===== src/rtl/mem_port_arbiter_pkg.sv =====
// Shared types and constants for the two-requester memory port arbiter.
// Holds the FSM state encoding, default latency and the tie-break helper.
package mem_port_arbiter_pkg;

    localparam int DATA_W          = 32;
    localparam int DEFAULT_MEM_LAT = 2;

    typedef enum logic {
        IDLE = 1'b0,
        BUSY = 1'b1
    } arbState_t;

    // A tie goes to whoever did not win last time; otherwise the sole requester wins.
    function automatic logic pickWinner(input logic eff0, input logic eff1, input logic last);
        return (eff0 & eff1) ? ~last : eff1;
    endfunction

endpackage


===== src/rtl/mem_port_arbiter_if.sv =====
// Bundle of requester handshakes and memory port signals around the arbiter.
// The slave modport is the arbiter; the master modport is requesters plus memory.
interface mem_port_arbiter_if;
    import mem_port_arbiter_pkg::*;

    logic              req0, req1;
    logic [DATA_W-1:0] addr0, addr1;
    logic [DATA_W-1:0] wdata0, wdata1;
    logic              we0, we1;
    logic              gnt0, gnt1;
    logic              done0, done1;
    logic [DATA_W-1:0] rdata;
    logic              sel;
    logic              mem_en, mem_we;
    logic [DATA_W-1:0] mem_addr, mem_wdata;
    logic [DATA_W-1:0] mem_rdata;

    modport slave (
        input  req0, req1, addr0, addr1, wdata0, wdata1, we0, we1, mem_rdata,
        output gnt0, gnt1, done0, done1, rdata, sel, mem_en, mem_we, mem_addr, mem_wdata
    );

    modport master (
        output req0, req1, addr0, addr1, wdata0, wdata1, we0, we1, mem_rdata,
        input  gnt0, gnt1, done0, done1, rdata, sel, mem_en, mem_we, mem_addr, mem_wdata
    );

endinterface


===== src/rtl/mem_port_arbiter_mux.sv =====
// 32-bit two-input mux used to steer address and write data onto the memory port.
module mux2x1_32bit
    import mem_port_arbiter_pkg::*;
(
    input  logic              i_sel,
    input  logic [DATA_W-1:0] i_in0,
    input  logic [DATA_W-1:0] i_in1,
    output logic [DATA_W-1:0] o_out
);

    assign o_out = i_sel ? i_in1 : i_in0;

endmodule


===== src/rtl/mem_port_arbiter.sv =====
// Round-robin arbiter sharing one memory port between instruction fetch (0) and data (1).
// Each access holds mem_en for MEM_LAT cycles; gnt and done are single-cycle pulses.
module mem_port_arbiter
    import mem_port_arbiter_pkg::*;
#(
    parameter int MEM_LAT = DEFAULT_MEM_LAT,
    parameter int CNT_W   = 4
)
(
    input  logic          clk,
    input  logic          reset,
    mem_port_arbiter_if.slave bus
);

    arbState_t         r_state, w_nextState;
    logic [CNT_W-1:0]  r_cnt;
    logic              r_last, r_sel;
    logic              r_gnt0, r_gnt1, r_done0, r_done1;
    logic [DATA_W-1:0] r_rdata;
    logic              w_eff0, w_eff1, w_start, w_winner, w_finish, w_weSel;
    logic [DATA_W-1:0] w_addr, w_wdata;

    assign w_weSel = r_sel ? bus.we1 : bus.we0;

    // A requester is masked in its own done cycle so it cannot be re-granted straight away.
    always_comb begin
        w_nextState = r_state;
        w_eff0      = 1'b0;
        w_eff1      = 1'b0;
        w_winner    = r_sel;
        w_start     = 1'b0;
        w_finish    = 1'b0;
        case (r_state)
            IDLE: begin
                w_eff0   = bus.req0 & ~r_done0;
                w_eff1   = bus.req1 & ~r_done1;
                w_winner = pickWinner(w_eff0, w_eff1, r_last);
                w_start  = w_eff0 | w_eff1;
                if (w_start) w_nextState = BUSY;
            end
            BUSY: begin
                w_finish = (r_cnt == '0);
                if (w_finish) w_nextState = IDLE;
            end
            default: w_nextState = IDLE;
        endcase
    end

    always_ff @(posedge clk or posedge reset) begin
        if (reset) r_state <= IDLE;
        else       r_state <= w_nextState;
    end

    always_ff @(posedge clk or posedge reset) begin
        if (reset) begin
            r_cnt   <= '0;
            r_last  <= 1'b1;
            r_sel   <= 1'b0;
            r_gnt0  <= 1'b0;
            r_gnt1  <= 1'b0;
            r_done0 <= 1'b0;
            r_done1 <= 1'b0;
            r_rdata <= '0;
        end else begin
            r_gnt0  <= w_start & ~w_winner;
            r_gnt1  <= w_start &  w_winner;
            r_done0 <= w_finish & ~r_sel;
            r_done1 <= w_finish &  r_sel;
            if (w_start) begin
                r_sel  <= w_winner;
                r_last <= w_winner;
                r_cnt  <= CNT_W'(MEM_LAT - 1);
            end else if ((r_state == BUSY) && (r_cnt != '0)) begin
                r_cnt <= r_cnt - 1'b1;
            end
            if (w_finish && !w_weSel) r_rdata <= bus.mem_rdata;
        end
    end

    mux2x1_32bit u_addrMux (
        .i_sel (r_sel),
        .i_in0 (bus.addr0),
        .i_in1 (bus.addr1),
        .o_out (w_addr)
    );

    mux2x1_32bit u_wdataMux (
        .i_sel (r_sel),
        .i_in0 (bus.wdata0),
        .i_in1 (bus.wdata1),
        .o_out (w_wdata)
    );

    assign bus.gnt0      = r_gnt0;
    assign bus.gnt1      = r_gnt1;
    assign bus.done0     = r_done0;
    assign bus.done1     = r_done1;
    assign bus.rdata     = r_rdata;
    assign bus.sel       = r_sel;
    assign bus.mem_en    = (r_state == BUSY);
    assign bus.mem_we    = (r_state == BUSY) & w_weSel;
    assign bus.mem_addr  = w_addr;
    assign bus.mem_wdata = w_wdata;

endmodule


===== src/flat_wrapper.sv =====
// flat-port wrapper written by rule: the top's interface ports become plain ports
module mem_port_arbiter_flat import mem_port_arbiter_pkg::*;
#(
    parameter int MEM_LAT = DEFAULT_MEM_LAT,
    parameter int CNT_W   = 4
)
  (clk, reset, bus_req0, bus_req1, bus_addr0, bus_addr1, bus_wdata0, bus_wdata1, bus_we0, bus_we1, bus_mem_rdata, bus_gnt0, bus_gnt1, bus_done0, bus_done1, bus_rdata, bus_sel, bus_mem_en, bus_mem_we, bus_mem_addr, bus_mem_wdata);
  mem_port_arbiter_if bus_i ();
  input  logic clk;
  input  logic reset;
  input wire logic [$bits(bus_i.req0)-1:0] bus_req0;
  input wire logic [$bits(bus_i.req1)-1:0] bus_req1;
  input wire logic [$bits(bus_i.addr0)-1:0] bus_addr0;
  input wire logic [$bits(bus_i.addr1)-1:0] bus_addr1;
  input wire logic [$bits(bus_i.wdata0)-1:0] bus_wdata0;
  input wire logic [$bits(bus_i.wdata1)-1:0] bus_wdata1;
  input wire logic [$bits(bus_i.we0)-1:0] bus_we0;
  input wire logic [$bits(bus_i.we1)-1:0] bus_we1;
  input wire logic [$bits(bus_i.mem_rdata)-1:0] bus_mem_rdata;
  output wire logic [$bits(bus_i.gnt0)-1:0] bus_gnt0;
  output wire logic [$bits(bus_i.gnt1)-1:0] bus_gnt1;
  output wire logic [$bits(bus_i.done0)-1:0] bus_done0;
  output wire logic [$bits(bus_i.done1)-1:0] bus_done1;
  output wire logic [$bits(bus_i.rdata)-1:0] bus_rdata;
  output wire logic [$bits(bus_i.sel)-1:0] bus_sel;
  output wire logic [$bits(bus_i.mem_en)-1:0] bus_mem_en;
  output wire logic [$bits(bus_i.mem_we)-1:0] bus_mem_we;
  output wire logic [$bits(bus_i.mem_addr)-1:0] bus_mem_addr;
  output wire logic [$bits(bus_i.mem_wdata)-1:0] bus_mem_wdata;
  assign bus_i.req0 = bus_req0;
  assign bus_i.req1 = bus_req1;
  assign bus_i.addr0 = bus_addr0;
  assign bus_i.addr1 = bus_addr1;
  assign bus_i.wdata0 = bus_wdata0;
  assign bus_i.wdata1 = bus_wdata1;
  assign bus_i.we0 = bus_we0;
  assign bus_i.we1 = bus_we1;
  assign bus_i.mem_rdata = bus_mem_rdata;
  assign bus_gnt0 = bus_i.gnt0;
  assign bus_gnt1 = bus_i.gnt1;
  assign bus_done0 = bus_i.done0;
  assign bus_done1 = bus_i.done1;
  assign bus_rdata = bus_i.rdata;
  assign bus_sel = bus_i.sel;
  assign bus_mem_en = bus_i.mem_en;
  assign bus_mem_we = bus_i.mem_we;
  assign bus_mem_addr = bus_i.mem_addr;
  assign bus_mem_wdata = bus_i.mem_wdata;
  mem_port_arbiter #(.MEM_LAT(MEM_LAT), .CNT_W(CNT_W)) u_core (.clk(clk), .reset(reset), .bus(bus_i));
endmodule

===== config.mk =====
export PLATFORM = sky130hd
export DESIGN_NAME = mem_port_arbiter_flat
export DESIGN_NICKNAME = d
export VERILOG_FILES = /design/src/rtl/mem_port_arbiter_pkg.sv /design/src/rtl/mem_port_arbiter_if.sv /design/src/rtl/mem_port_arbiter_mux.sv /design/src/rtl/mem_port_arbiter.sv /design/src/flat_wrapper.sv
export SDC_FILE = /design/constraint.sdc
export NUM_CORES = 1
export LEC_CHECK = 0
export BUFFER_PORTS_ARGS = -buffer_cell sky130_fd_sc_hd__buf_2
export CORE_AREA = 2 2 105 107
export DETAILED_ROUTE_END_ITERATION = 10
export DIE_AREA = 0 0 107 109
export GPL_ROUTABILITY_DRIVEN = 0
export GPL_TIMING_DRIVEN = 1
export SLEW_MARGIN = 25
export SYNTH_ARGS = -nofsm -noshare
export SYNTH_HDL_FRONTEND = slang
export SYNTH_SLANG_ARGS = --single-unit

===== constraint.sdc =====
create_clock -name clk -period 2 [get_ports clk]
set_clock_uncertainty 0.05 [all_clocks]
set_input_delay 0.1 -clock clk [delete_from_list [all_inputs] [get_ports clk]]
set_output_delay 0.1 -clock clk [all_outputs]
set_load 0.05 [all_outputs]

# After elaboration in Yosys (flattened, before gate mapping)
# Cells that the tools add are included.
[totals]
reg_bits = 43
out_inout_bits = 103
[op_classes]
bitwise = 15
mux = 12
n_reduce_logical = 6
n_addsub = 1
[ops]
columns = ["op", "n"]
rows = [
  ["$mux W32", 2],
  ["$and A1 B1 Y1", 8],
  ["$mux W4", 2],
  ["$mux W1", 7],
  ["$not A1 Y1", 6],
  ["$logic_not A4 Y1", 1],
  ["$reduce_bool A4 Y1", 1],
  ["$sub A4 B1 Y4 const B", 1],
  ["$logic_and A1 B1 Y1", 2],
  ["$pmux W1 S2", 1],
  ["$reduce_bool A2 Y1", 1],
  ["$logic_not A1 Y1", 1],
  ["$or A1 B1 Y1", 1],
]

# Depth between registers and ports, before layout
# Gate-level depths: netlist of the first run.
[depth]
ltp_word = 7
mapped_depth = 6

# Cells and area by module
# Synthesis of the first run repeated with hierarchy kept, for this count alone.
[hier_totals]
hier_cells = 187
area_unflattened_um2 = 2942.8
[modules_own_cells]
columns = ["module", "area_per_inst_um2", "n_inst", "cells_per_inst", "seq_area_each_um2"]
rows = [
  ["mem_port_arbiter", 1854.3, 1, 115, 1077.3],
  ["mux2x1_32bit", 544.3, 2, 36, 0.0],
]

# Least setup slack after synthesis of the first run
# OpenSTA, ideal clock, no wires.
[synth_path]
kind = "reg2out"
from = "reg u_core.r_state (netlist: u_core.bus.mem_en)"
to = "out bus_mem_we"
required_time_ns = 1.850
arrival_time_ns = 1.748
n_path_buf = 1
path_stages_with_launch = 3
path_slack_ns = 0.102
cell_sequence = "dfrtp_1 clkbuf_1 nor2b_1"
[synth_via]
elab_chain_len = 1
[synth_rtl]
columns = ["item", "line", "text"]
rows = [
  ["from (decl)", "mem_port_arbiter.sv:15", "arbState_t r_state, w_nextState;"],
  ["from (signal assigned)", "mem_port_arbiter.sv:51", "else r_state <= w_nextState;"],
  ["$and A1 B1 Y1", "mem_port_arbiter.sv:101", "assign bus.mem_we = (r_state == BUSY) & w_weSel;"],
  ["to (decl)", "flat_wrapper.sv:27", "output wire logic [$bits(bus_i.mem_we)-1:0] bus_mem_we;"],
]
# No other way between the ends.

# Final worst setup path of the first run
[layout_path]
from = "reg u_core.r_sel (netlist: u_core.bus.sel)"
to = "out bus_mem_wdata[3]"
[layout_via]
elab_chain_len = 1
[layout_rtl]
columns = ["item", "line", "text"]
rows = [
  ["from (decl)", "mem_port_arbiter.sv:17", "logic r_last, r_sel;"],
  ["from (signal assigned)", "mem_port_arbiter.sv:70", "r_sel <= w_winner;"],
  ["$mux W32", "mem_port_arbiter_mux.sv:11", "assign o_out = i_sel ? i_in1 : i_in0;"],
  ["to (decl)", "flat_wrapper.sv:29", "output wire logic [$bits(bus_i.mem_wdata)-1:0] bus_mem_wdata;"],
]
# No other way between the ends.

==> out/qor.yml, run 1 <==
status: "completed"
crit_chain: "buf_12, mux2_2, buf_2"
p_sw_mw: 4.48
synth_edf_count: 0
finalSetupTns_ps: 0
cpMaxStageDelayCell: "dfrtp_2"
worst-path-max-fanout: 67
cts_buffers: 5
synthArstFlopShare: 1.00
synth_area_mm2: 0.00260
maxCapViolations: 0
worstSetupStartpointType: "flip-flop"
placed_area_mm2: 0.00410
overflow: 0
io_buffers: 268
synth_nets: 355
pwr-share-seq: 0.196
htreeDepth: 2
setup_violations: 0
powerDensity_mw_per_mm2: 1780
layout_commonest_cell: "buf_2"
areaGrowthSynthToFinish_pct: 75.0
tightestPinTransition_ps: 508
cts_root_buffer: "clkbuf_8"
routed_wl_mm: 8.85
fmax_mhz: 544
clk_latency_ps: 290
end_kind: "primary output"
drc_errors: 0
ant_nets: 0
share_comb_of_total_power: 0.720
syn_inst: 188
synth_flop_cell: "dfrtp_1"
holdWs_ps: 55.3
drt_iter0_drc: 97
layout.nets: 656
power.share.switching: 0.554
die_y_um: 109
fin_crit_ps: 1840
synthDistinctLibCells: 28
min_path_type: "in -> reg"
rsz0062_at_grt: "false"
initial_core_util: 0.245
drive_above_1_share: 0.776
dp_hpwl_mm: 6.92
cts_tree: "built"
ios: 269
cellLeakagePower_nw: 2.48
n_fill_cell: 1005
period_share: 0.920
wl_per_cell_um: 14.0
clkPwrFrac: 0.084
ys_ff_latch: 43
vias: 2635
cp_data_required_time_ps: 1850
first_global_vias: 2492
yosysWarnings: 0
first_pass_iters: 4
cpPeakStageDelay_ps: 410
design.die.area_mm2: 0.0117
slew_violations: 0
viasPerCell: 4.18
antenna_cells: 0
finalHoldViolations: 0
antenna_found_initial: 0
slew_headroom: 0.659
cts_resized: 0
path_class: "reg -> out"
p_int_mw: 3.61
grt_start_max_net_pins: 68
synth_seq_area_share: 0.415
post-route-cell-area_mm2: 0.00455
path_clk_slew_ps: 80
final_cell_mix: "268 x buf_2, 66 x mux2_2, 41 x dfrtp_1, 33 x dlygate4sd3_1, 30 x mux2_4"
grt.total_usage: 0.135
ir_drop_mv: 1.01
grt_pass1_wl_mm: 12.3
clock-sinks: 43
synth.avg_cell_area_um2: 13.8
rows: 38
cts_max_path_buffers: 2
design.core.area_mm2: 0.0106
die_x_um: 107
worstPathArrival_ps: 1690
[stage by stage]
step	total power, mW	cells	utilization	setup slack (ps)
after floorplan	6.17	188	-	102
after CTS	8.14	630	0.429	147
after global routing	8.45	630	0.429	99.7
after global placement	7.32	589	0.387	323
final	8.09	630	0.429	161
after detailed placement	7.37	589	0.387	264
[state kept, by name, indices dropped and copies added (netlist names)]
| register | count |
|---|---|
| u_core.bus.done0 | 1 |
| u_core.bus.done1 | 1 |
| u_core.bus.gnt0 | 1 |
| u_core.bus.gnt1 | 1 |
| u_core.bus.mem_en | 1 |
| u_core.bus.rdata | 32 |
| u_core.bus.sel | 1 |
| u_core.r_cnt | 4 |
| u_core.r_last | 1 |
[synthesized netlist by cell type, drive strengths merged, types with 2 or more instances]
cell type / count / area (um2)
dfrtp: 42 / 1050
mux2i: 2 / 20.0
nor2b: 6 / 37.5
a22o: 2 / 17.5
buf: 10 / 66.3
inv: 5 / 18.8
nor2: 3 / 11.3
mux2: 96 / 1190
nand2: 2 / 7.51
nand2b: 2 / 12.5
o21ai: 2 / 10.0
a21oi: 3 / 15.0
[kinds of logic (layout without fill, tap and decap cells)]
logic type               after synthesis  in the layout  share of synthesized area
multiplexers                          98             98                      0.467
flip-flops                            43             43                      0.415
AND/OR/NAND/NOR                       19             19                     0.0506
adder cells (fa/ha/maj)                1              1                    0.00481
AO/OA/AOI/OAI                         11             11                     0.0289
buffers and inverters                 16            318                     0.0342
[critical path: cells and delay by family (launching register included)]
family | cells | cell delay [ps]
flip-flops | 1 | 410
multiplexers | 1 | 410
buffers and inverters | 2 | 540
[repair_timing]
action / CTS / global route
hold buffers: 33 / 0
endpoints found under the hold margin: 74 / 0
buffers inserted: 0 / 0
[power by group through the flow]
stage,Combinational [mW],Clock [mW],Sequential [mW]
after floorplan,3.34,0,2.84
after global routing,6.06,0.750,1.64
after global placement,5.73,0,1.59
final,5.82,0.682,1.59
after CTS,5.85,0.707,1.59
after detailed placement,5.78,0,1.59
[worst paths after layout]
kind,to,slack [ps],from,cells past startpoint
setup / recovery,bus_mem_wdata[3],160,u_core.bus.sel,3
hold / removal,u_core.bus.gnt0,60,bus_req0,3
setup reg to reg,u_core.bus.rdata[30],250,u_core.r_cnt[0],6
hold reg to reg,u_core.bus.rdata[0],460,u_core.bus.rdata[0],1
max in group asynchronous,u_core.bus.sel,1090,reset,4
min in group asynchronous,u_core.bus.rdata[19],430,reset,4
[per-layer routing]
metal,global-route usage,part of all wire,up-vias
li1,-,-,1282
met1,0.185,0.44,1213
met2,0.212,0.46,135
met3,0.0371,0.084,5
met4,0.0334,0.0089,0
met5,0,0,-
[final cells by class]
class | count | area, um2 | share of cell area
well taps | 140 | 175 | 0.0385
clock inverters | 3 | 46.3 | 0.0102
repair buffers | 305 | 1730 | 0.380
flip-flops and latches | 43 | 1080 | 0.237
multi-input cells | 129 | 1430 | 0.315
clock buffers | 5 | 68.8 | 0.0151
inverters | 5 | 18.8 | 0.00413
(Power assumes the default switching activity.)
==> run 2: changes to the inputs <==
==> constraint.sdc (replaced) <==
create_clock -name clk -period 2 [get_ports clk]
set_clock_uncertainty 0.05 [all_clocks]
set_input_delay 0.4 -clock clk [delete_from_list [all_inputs] [get_ports clk]]
set_output_delay 0.4 -clock clk [all_outputs]
set_load 0.05 [all_outputs]
==> run 2 against run 1 <==
Effect of this change: total power rose by 6.3%; maximum frequency fell by 8.6%; the flow now finishes with violations (negative setup slack); core utilization barely moved.
==> out/qor.yml, run 2 (synthesis results as in run 1) <==
status: "finished with violations"
violations: "negative setup slack"
path_clk_slew_ps: 80  # about the same
grt.total_usage: 0.135  # -0.000556
end_kind: "primary output"
regToRegStartpoint: "u_core.bus.sel"
min_path_type: "in -> async"
drive_above_1_share: 0.838  # +0.0629
layout.nets: 631  # -3.8%
areaGrowthSynthToFinish_pct: 74.8  # about the same
maxCapViolations: 0  # unchanged
worstPathArrival_ps: 1560  # -130 ps
cp_data_required_time_ps: 1550  # -300 ps
post-route-util: 0.428  # about the same
htreeDepth: 2  # unchanged
period_share: 1.01  # +0.0866
worstSetupStartpointType: "flip-flop"
rows: 38  # unchanged
io_buffers: 268  # unchanged
slew_violations: 0  # unchanged
ant_nets: 0  # unchanged
worst-path-max-fanout: 8  # -88%
final_cell_mix: "235 x buf_2, 66 x mux2_2, 41 x dfrtp_1, 30 x mux2_4, 25 x buf_6"
initial_core_util: 0.245  # unchanged
first_pass_iters: 3  # -1
powerDensity_mw_per_mm2: 1890  # +6.4%
r2r_slack_ps: 160  # -90 ps
first_global_vias: 2501  # +0.36%
drt_iter0_drc: 78  # -20%
post-route-cell-area_mm2: 0.00454  # about the same
die_y_um: 109  # unchanged
crit_cells: 5  # +2
ir_drop_mv: 1.09  # +8.0%
drc_errors: 0  # unchanged
design.core.area_mm2: 0.0106  # unchanged
setup_ws_ps: -12.7  # -173 ps
fmax_mhz: 497  # -8.6%
clock-sinks: 43  # unchanged
cts_tree: "built"
layout_commonest_cell: "buf_2"
crit_chain: "buf_4, buf_6, buf_8, mux2_2, buf_6"
multi_input_area_mm2: 0.00144  # +0.44%
cts_root_buffer: "clkbuf_8"
wl_per_cell_um: 15.0  # +7.1%
r2r_end: "u_core.bus.rdata[2]"
placed_area_mm2: 0.00412  # +0.55%
path_delay_family: "buffers and inverters"
fin_crit_ps: 2010  # +173 ps
clk_latency_ps: 290  # about the same
die_x_um: 107  # unchanged
cts_max_path_buffers: 2  # unchanged
vias: 2580  # -2.1%
n_fill_cell: 1022  # +1.7%
routed_wl_mm: 9.12  # +3.1%
antenna_found_initial: 2  # +2
seqCellArea_mm2: 0.00108  # unchanged
finalHoldViolations: 0  # unchanged
grt_start_max_net_pins: 44  # -35%
cts_buffers: 5  # unchanged
overflow: 0  # unchanged
cp_common_cell: "buf_6"
grt_pass1_wl_mm: 12.3  # +0.17%
cellLeakagePower_nw: 2.47  # -0.52%
path_class: "reg -> out"
cpPeakStageDelay_ps: 440  # +30 ps
tightestPinTransition_ps: 593  # +84.9 ps
cpMaxStageDelayCell: "dfrtp_2"
setup_violations: 5  # +5
rsz0062_at_grt: "true"
design.die.area_mm2: 0.0117  # unchanged
slew_headroom: 0.602  # -0.0571
r2r_cells: 6  # unchanged
viasPerCell: 4.26  # +1.8%
ios: 269  # unchanged
critPathBufInv: 4  # +2
largest_reg_flops: 32  # unchanged
dp_hpwl_mm: 7.00  # +1.1%
==> run 2: cell types whose count changed in the layout (fill, tap and decap cells not counted), sizes merged <==
cell / delta
clkbuf: +2
buf: +6
clkinv: +1
dlygate4sd3: -33
inv: -2
diode: +2
==> run 2: power by group <==
group / total [mW] / switching, mW / internal, mW
combinational: 6.38 / 4.00 / 2.38
clock: 0.648 / 0.283 / 0.365
sequential: 1.57 / 0.274 / 1.30
total: 8.60 / 4.56 / 4.04
==> run 2: cell type report <==
class / instances / share of cell area
clock inverters: 2 / 0.00826
multi-input cells: 129 / 0.317
flip-flops and latches: 43 / 0.237
repair buffers: 280 / 0.379
inverters: 5 / 0.00413
well taps: 140 / 0.0386
clock buffers: 5 / 0.0151
diodes: 2 / 0.00110
==> run 2: metal layers <==
layer	global-route usage	wire (um)	part of all wire	vias to the layer above
met2	0.231	4680	0.51	128
met3	0.0341	692	0.076	7
met1	0.172	3680	0.40	1212
met5	0	13	0.0014	-
li1	-	-	-	1231
met4	0.0306	59	0.0065	2
==> run 2: through the flow <==
| step | setup TNS (ps) | setup WS, ps | total power, mW | hold WS (ps) | std cells |
|---|---|---|---|---|---|
| 2_1_floorplan | 0 | 41.4 | 6.18 | 436 | 188 |
| 3_3_place_gp | 0 | 234 | 7.31 | 402 | 590 |
| 3_5_place_dp | 0 | 212 | 7.37 | 409 | 590 |
| 4_1_cts | -1770 | -73.4 | 8.21 | 87.7 | 599 |
| 5_1_grt | -1230 | -52.8 | 9.01 | 102 | 604 |
| 6_report | -29.9 | -12.7 | 8.60 | 89.9 | 606 |
==> run 2: worst min-delay path, cell delays in order <==
cell,delay [ps]
buf_2,100
clkinv_1,60
buf_12,240
==> run 2: worst max-delay path by stage <==
stage                            startpoint  slack, ps                 to
final                        u_core.bus.sel        -10   bus_mem_addr[20]
after global routing         u_core.bus.sel        -50   bus_mem_addr[20]
after CTS                    u_core.bus.sel        -70  bus_mem_wdata[29]
after detailed placement     u_core.bus.sel        210  bus_mem_wdata[10]
after global placement       u_core.bus.sel        230  bus_mem_wdata[10]
after floorplan           u_core.bus.mem_en         40         bus_mem_we
==> run 2: timing repair <==
| item | 4_1_cts | 5_1_grt |
|---|---|---|
| hold buffers | 0 | 0 |
| endpoints found under the setup margin | 56 | 39 |
| buffers inserted | 1 | 3 |
| gates cloned | 1 | 2 |
| pin swaps | 0 | 0 |
| resized for setup | 10 | 77 |
